File: src/rtl/leve_pkg.sv
// Shared LEVE front-end definitions: PC-generator state encoding and fetch constants.
package leve_pkg;

    typedef enum logic [1:0] {
        ST_BOOT  = 2'd0,
        ST_RUN   = 2'd1,
        ST_FAULT = 2'd2
    } pcgen_st_t;

    localparam logic [31:0] LEVE_BOOT_ADDR  = 32'h8000_0000;
    localparam logic [31:0] LEVE_INST_BYTES = 32'd4;

endpackage

File: src/rtl/leve_pcgen.sv
// LEVE program-counter generator: sequential word-aligned fetch stream with
// redirect handshake, epoch tracking and sticky misaligned-target fault.
module leve_pcgen
    import leve_pkg::*;
#(
    parameter logic [31:0] BOOT_ADDR = LEVE_BOOT_ADDR
) (
    input  logic        i_clk,
    input  logic        i_rst_n,
    output logic        o_pc_valid,
    output logic [31:0] o_pc_pc,
    input  logic        i_pc_ready,
    input  logic        i_rdir_valid,
    input  logic [31:0] i_rdir_payload,
    output logic        o_rdir_ready,
    input  logic        i_halt,
    output logic        o_epoch,
    output logic        o_fault,
    output logic [31:0] o_fault_addr,
    output logic [31:0] o_fetch_cnt
);

    pcgen_st_t   r_st;
    logic [31:0] r_pc;
    logic [31:0] r_fetch_cnt;
    logic [31:0] r_fault_addr;
    logic        r_epoch;
    logic        r_fault;

    logic        w_fire;
    logic        w_accept;
    logic        w_aligned;

    always_comb begin
        o_pc_valid   = (r_st == ST_RUN) && !i_halt;
        o_rdir_ready = (r_st == ST_RUN);
        w_fire       = o_pc_valid && i_pc_ready;
        w_accept     = i_rdir_valid && o_rdir_ready;
        w_aligned    = (i_rdir_payload[1:0] == 2'b00);
    end

    always_ff @(posedge i_clk or negedge i_rst_n) begin
        if (!i_rst_n) begin
            r_st         <= ST_BOOT;
            r_pc         <= BOOT_ADDR;
            r_fetch_cnt  <= '0;
            r_fault_addr <= '0;
            r_epoch      <= 1'b0;
            r_fault      <= 1'b0;
        end else begin
            case (r_st)
                ST_BOOT: r_st <= ST_RUN;
                ST_RUN: begin
                    if (w_fire) begin
                        r_fetch_cnt <= r_fetch_cnt + 32'd1;
                    end
                    // A redirect overrides the sequential +4; a misaligned one freezes pc.
                    if (w_accept && !w_aligned) begin
                        r_fault      <= 1'b1;
                        r_fault_addr <= i_rdir_payload;
                        r_st         <= ST_FAULT;
                    end else if (w_accept) begin
                        r_pc    <= i_rdir_payload;
                        r_epoch <= ~r_epoch;
                    end else if (w_fire) begin
                        r_pc <= r_pc + LEVE_INST_BYTES;
                    end
                end
                ST_FAULT: r_st <= ST_FAULT;
                default:  r_st <= ST_BOOT;
            endcase
        end
    end

    assign o_pc_pc      = r_pc;
    assign o_epoch      = r_epoch;
    assign o_fault      = r_fault;
    assign o_fault_addr = r_fault_addr;
    assign o_fetch_cnt  = r_fetch_cnt;

endmodule
File: config.mk
export PLATFORM = sky130hd
export DESIGN_NAME = leve_pcgen
export DESIGN_NICKNAME = d
export VERILOG_FILES = /design/src/rtl/leve_pkg.sv /design/src/rtl/leve_pcgen.sv
export SDC_FILE = /design/constraint.sdc
export NUM_CORES = 1
export LEC_CHECK = 0
export ABC_AREA = 0
export BUFFER_PORTS_ARGS = -buffer_cell sky130_fd_sc_hd__buf_4
export CAP_MARGIN = 15
export CORE_MARGIN = 1
export CORE_UTILIZATION = 31
export DETAILED_ROUTE_END_ITERATION = 16
export GPL_TIMING_DRIVEN = 0
export MAX_ROUTING_LAYER = met4
export PLACE_DENSITY = 0.6
export SLEW_MARGIN = 0
export SYNTH_ARGS = -nofsm -noshare
export SYNTH_HDL_FRONTEND = slang
export SYNTH_SLANG_ARGS = --single-unit
export TNS_END_PERCENT = 50
File: constraint.sdc
create_clock -name i_clk -period 5.7 [get_ports i_clk]
set_input_delay 1.14 -clock i_clk [delete_from_list [all_inputs] [get_ports i_clk]]
set_output_delay 1.14 -clock i_clk [all_outputs]
set_load 0.005 [all_outputs]
==> impl_results.rst <==
.. list-table::
   :header-rows: 1

   * - Metric
     - Value
   * - Outcome
     - completed
   * - Area grow syn2layout
     - 32.18%
   * - Die ar.
     - approximately 16000 µm²
   * - Worst Hold Class
     - reg -> reg
   * - H-tree levels
     - 3
   * - Total routed wirelength
     - between 10000 and 15000 µm
   * - Clock skew
     - 10.65 ps
   * - Setup slack of the most critical reg-to-reg path
     - approximately 3200 ps
   * - Final count of hold timing violations
     - 0
   * - CP Class
     - in -> reg
   * - Number of rows in the core area
     - 45
   * - Post-detailed-route via-to-cell ratio
     - ~5.3
   * - Remaining number of nets flagged by the antenna check after routing
     - 0
   * - Static leakage
     - between 0.002 and 0.003 µW
   * - DRC Markers
     - 0
   * - Critical Path Start Type
     - primary input
   * - Number of buffers inserted for hold repair after clock tree synthesis
     - 0
   * - Clock Sinks
     - 100
   * - Detailed Routing Iterations Pass 1
     - 5
   * - Detailed placement HPWL
     - 10440 µm
   * - Residual overflow from global routing
     - 0
   * - Post-CTS clock slew at the launch and capture registers of the worst setup and hold paths
     - about 70 ps
   * - Overall global routing resource usage
     - 0.1862
   * - Achievable frequency
     - 0.3430 GHz
   * - Worst IR drop on VDD
     - roughly 0.20 mV
   * - Max capacitance violation total
     - 0
   * - Syn Std Cell Area
     - between 4000 and 5000 µm²
   * - Diode insertion count for antenna repair
     - 0
   * - Starting density of the core
     - 0.3182
   * - Floorplan die width
     - about 130 µm
   * - Critical-path cell list
     - buf_4 -> nor3b_1 -> o21ai_0 -> clkbuf_1 -> clkbuf_1 -> nor2_1 -> nor2_1 -> a21oi_1
   * - RSZ-0062 raised after global routing
     - false
   * - Fraction of final layout cells with drive strength greater than 1
     - 0.3116
   * - Pin count of the biggest net entering global routing
     - 62
   * - Actual transition at the worst max-transition pin
     - 847.3 ps
   * - Startpoint of the most critical hold path
     - o_fault
   * - Dpl cells
     - ~800
   * - Top library cells by usage in the layout, fill and taps aside
     - 136 x sky130_fd_sc_hd__buf_4, 99 x sky130_fd_sc_hd__dfrtp_1, 63 x sky130_fd_sc_hd__nand2_1
   * - Share of flip-flops with an asynchronous set or reset after synthesis
     - 1.000
   * - Worst R2R End
     - o_fetch_cnt[16]
   * - Post-synthesis sequential area ratio
     - 0.5176
   * - # setup viols final
     - 0
   * - Crit end category
     - flop
   * - Number of enable flip-flop cells after synthesis
     - 0
   * - IO buf count
     - approximately 140
   * - Core region area
     - ~15000 µm²
   * - Vias post-DR
     - around 4300
   * - Worst Reg-to-Reg Cells
     - 8
   * - Maximum fanout along the worst path
     - 10
   * - Final critical path time including I/O delays and setup
     - between 2000 and 3000 ps
   * - Final RePlAce weighted congestion
     - between 0.9 and 1
   * - TritonCTS clock tree
     - built
   * - Ratio of final minimum period to clock period
     - 0.5115
   * - FF-to-FF Start
     - r_st[1]
   * - Synthesized instance count
     - approximately 480
   * - Critical Path RT
     - 5900 ps
   * - Power density of the placed cells
     - approximately 400 nW/µm²
   * - Final Non-Filler Cells
     - between 800 and 900
   * - Antenna violations before repair
     - 0
   * - Count of unique library cells instantiated by Yosys
     - 53
   * - Mean post-synth cell area
     - ~10 µm²
   * - Critical Path AT
     - about 3100 ps
   * - Largest stage delay on the critical path
     - around 500 ps
   * - Post-synth top flop
     - sky130_fd_sc_hd__dfrtp_1
   * - Global-route wire length before repair
     - 22260 µm
   * - Drt first-iter violations
     - between 200 and 250
   * - Post-layout net count
     - roughly 670
   * - Wirelength per Cell
     - about 17 µm
   * - Chip Height
     - roughly 130 µm
   * - Worst setup path endpoint
     - o_pc_pc[4]
   * - Total negative slack
     - 0 ps
   * - Clock Latency Late Sink
     - around 360 ps
   * - Top-level I/O count
     - between 100 and 150
   * - Launch point of the critical path
     - i_rdir_valid
   * - Warning count from the yosys run
     - 0
   * - Vias in the first global route
     - roughly 4300
   * - Relative slew slack
     - 0.4308
   * - Synth Register Bits
     - 100
   * - Number of buffers inserted to repair setup after CTS
     - 0
   * - Maximum buffer depth of the clock tree
     - 2
   * - Layout filler cell count
     - around 1500
   * - Nets in the synthesized netlist
     - between 500 and 600
   * - Most common cell after layout, fill and taps aside
     - sky130_fd_sc_hd__buf_4
   * - Critical path's slowest cell
     - sky130_fd_sc_hd__o21ai_0
   * - Clock buffers created by TritonCTS
     - 9
   * - Max-slew violation count
     - 0
   * - Number of gates resized after CTS
     - 0
   * - Clk Tree Root Cell
     - sky130_fd_sc_hd__clkbuf_16
metal layers:
layer	routed length, µm	GRT usage	vias up
li1	-	-	2032
met1	6188	0.2291	2103
met2	6484	0.2860	162
met3	917	0.04471	27
met4	353	0.09244	0
met5	0	-	-
critical path, delay by kind of cell:
kind | cells | cell delay (ps)
simple gates | 3 | 350
buf+inv | 3 | 1090
compound gates | 2 | 540
cells by family after synthesis:
| family | Yosys count | share of synthesized area |
|---|---|---|
| AOI/OAI and AO/OA | 84 | 0.1061 |
| xor gates and xnor gates | 32 | 0.05794 |
| adders and majority gates | 4 | 0.01035 |
| buffers and inverters | 24 | 0.02043 |
| DFF | 100 | 0.5176 |
| muxes | 32 | 0.07398 |
| and+or+nand+nor | 200 | 0.2137 |
synth_stat cells, types with 2 or more instances:
library cell | instances | area share
sky130_fd_sc_hd__nor3_1 | 19 | 0.020
sky130_fd_sc_hd__nand3_1 | 25 | 0.026
sky130_fd_sc_hd__or3_1 | 7 | 0.0091
sky130_fd_sc_hd__o31ai_1 | 2 | 0.0031
sky130_fd_sc_hd__or4_1 | 2 | 0.0031
sky130_fd_sc_hd__mux2_2 | 30 | 0.070
sky130_fd_sc_hd__ha_1 | 4 | 0.010
sky130_fd_sc_hd__nor3b_1 | 2 | 0.0031
sky130_fd_sc_hd__nor4_1 | 3 | 0.0039
sky130_fd_sc_hd__nor2_1 | 26 | 0.020
sky130_fd_sc_hd__nand4_1 | 18 | 0.023
sky130_fd_sc_hd__a2bb2oi_1 | 3 | 0.0054
sky130_fd_sc_hd__dfrtp_1 | 99 | 0.51
sky130_fd_sc_hd__o21ai_0 | 18 | 0.019
sky130_fd_sc_hd__and3_1 | 12 | 0.016
sky130_fd_sc_hd__o311ai_0 | 3 | 0.0054
sky130_fd_sc_hd__o22ai_1 | 12 | 0.016
sky130_fd_sc_hd__inv_1 | 3 | 0.0023
sky130_fd_sc_hd__nand2_1 | 63 | 0.049
sky130_fd_sc_hd__mux2i_1 | 2 | 0.0041
sky130_fd_sc_hd__xor2_1 | 7 | 0.013
sky130_fd_sc_hd__and4_1 | 3 | 0.0054
sky130_fd_sc_hd__clkbuf_1 | 18 | 0.014
sky130_fd_sc_hd__a311oi_1 | 4 | 0.0072
sky130_fd_sc_hd__nand2b_1 | 2 | 0.0026
sky130_fd_sc_hd__xnor2_1 | 25 | 0.045
sky130_fd_sc_hd__a21oi_1 | 32 | 0.033
sky130_fd_sc_hd__and2_1 | 7 | 0.0091
final cells by class:
cell class	instances	area (µm²)	share of cell area
buffer	21	87.58	0.01370
clock buffer	12	256.5	0.04012
clock inverter	4	23.77	0.003718
inverter	3	11.26	0.001761
multi-input combinational	352	2235	0.3495
sequential	100	2504	0.3916
tap	188	235.2	0.03679
timing repair buffer	137	1041	0.1628
worst min path at each step:
stage | slack (ps) | endpoint | depth (start not counted)
2_1_floorplan | 460 | o_fault | 1
3_3_place_gp | 450 | o_fault | 1
3_5_place_dp | 460 | o_fault | 1
4_1_cts | 480 | o_fault | 1
5_1_grt | 510 | o_fetch_cnt[31] | 1
6_report | 480 | o_fault | 1
stage by stage:
stage	util	hold slack, ps	instance area, µm²	setup WS [ps]	total power [µW]
2_1_floorplan	-	459.0	4837	3142	1495
3_3_place_gp	0.4008	454.8	6093	2492	1974
3_5_place_dp	0.4021	463.8	6113	2468	2008
4_1_cts	0.4206	482.4	6394	2835	2608
5_1_grt	0.4206	514.7	6394	2682	2748
6_report	0.4206	479.1	6394	2784	2587
report_power, final:
| group | internal (µW) | switching [µW] |
|---|---|---|
| logic | 484 | 389 |
| registers | 921 | 200 |
| clock network | 319 | 273 |
state kept, by name, summed over array words and instances, names as in the netlist:
name          count
o_pc_pc          32
r_st              2
o_fault_addr     32
o_fault           1
o_fetch_cnt      32
o_epoch           1
Note: power is estimated with default switching activity, not from simulation.
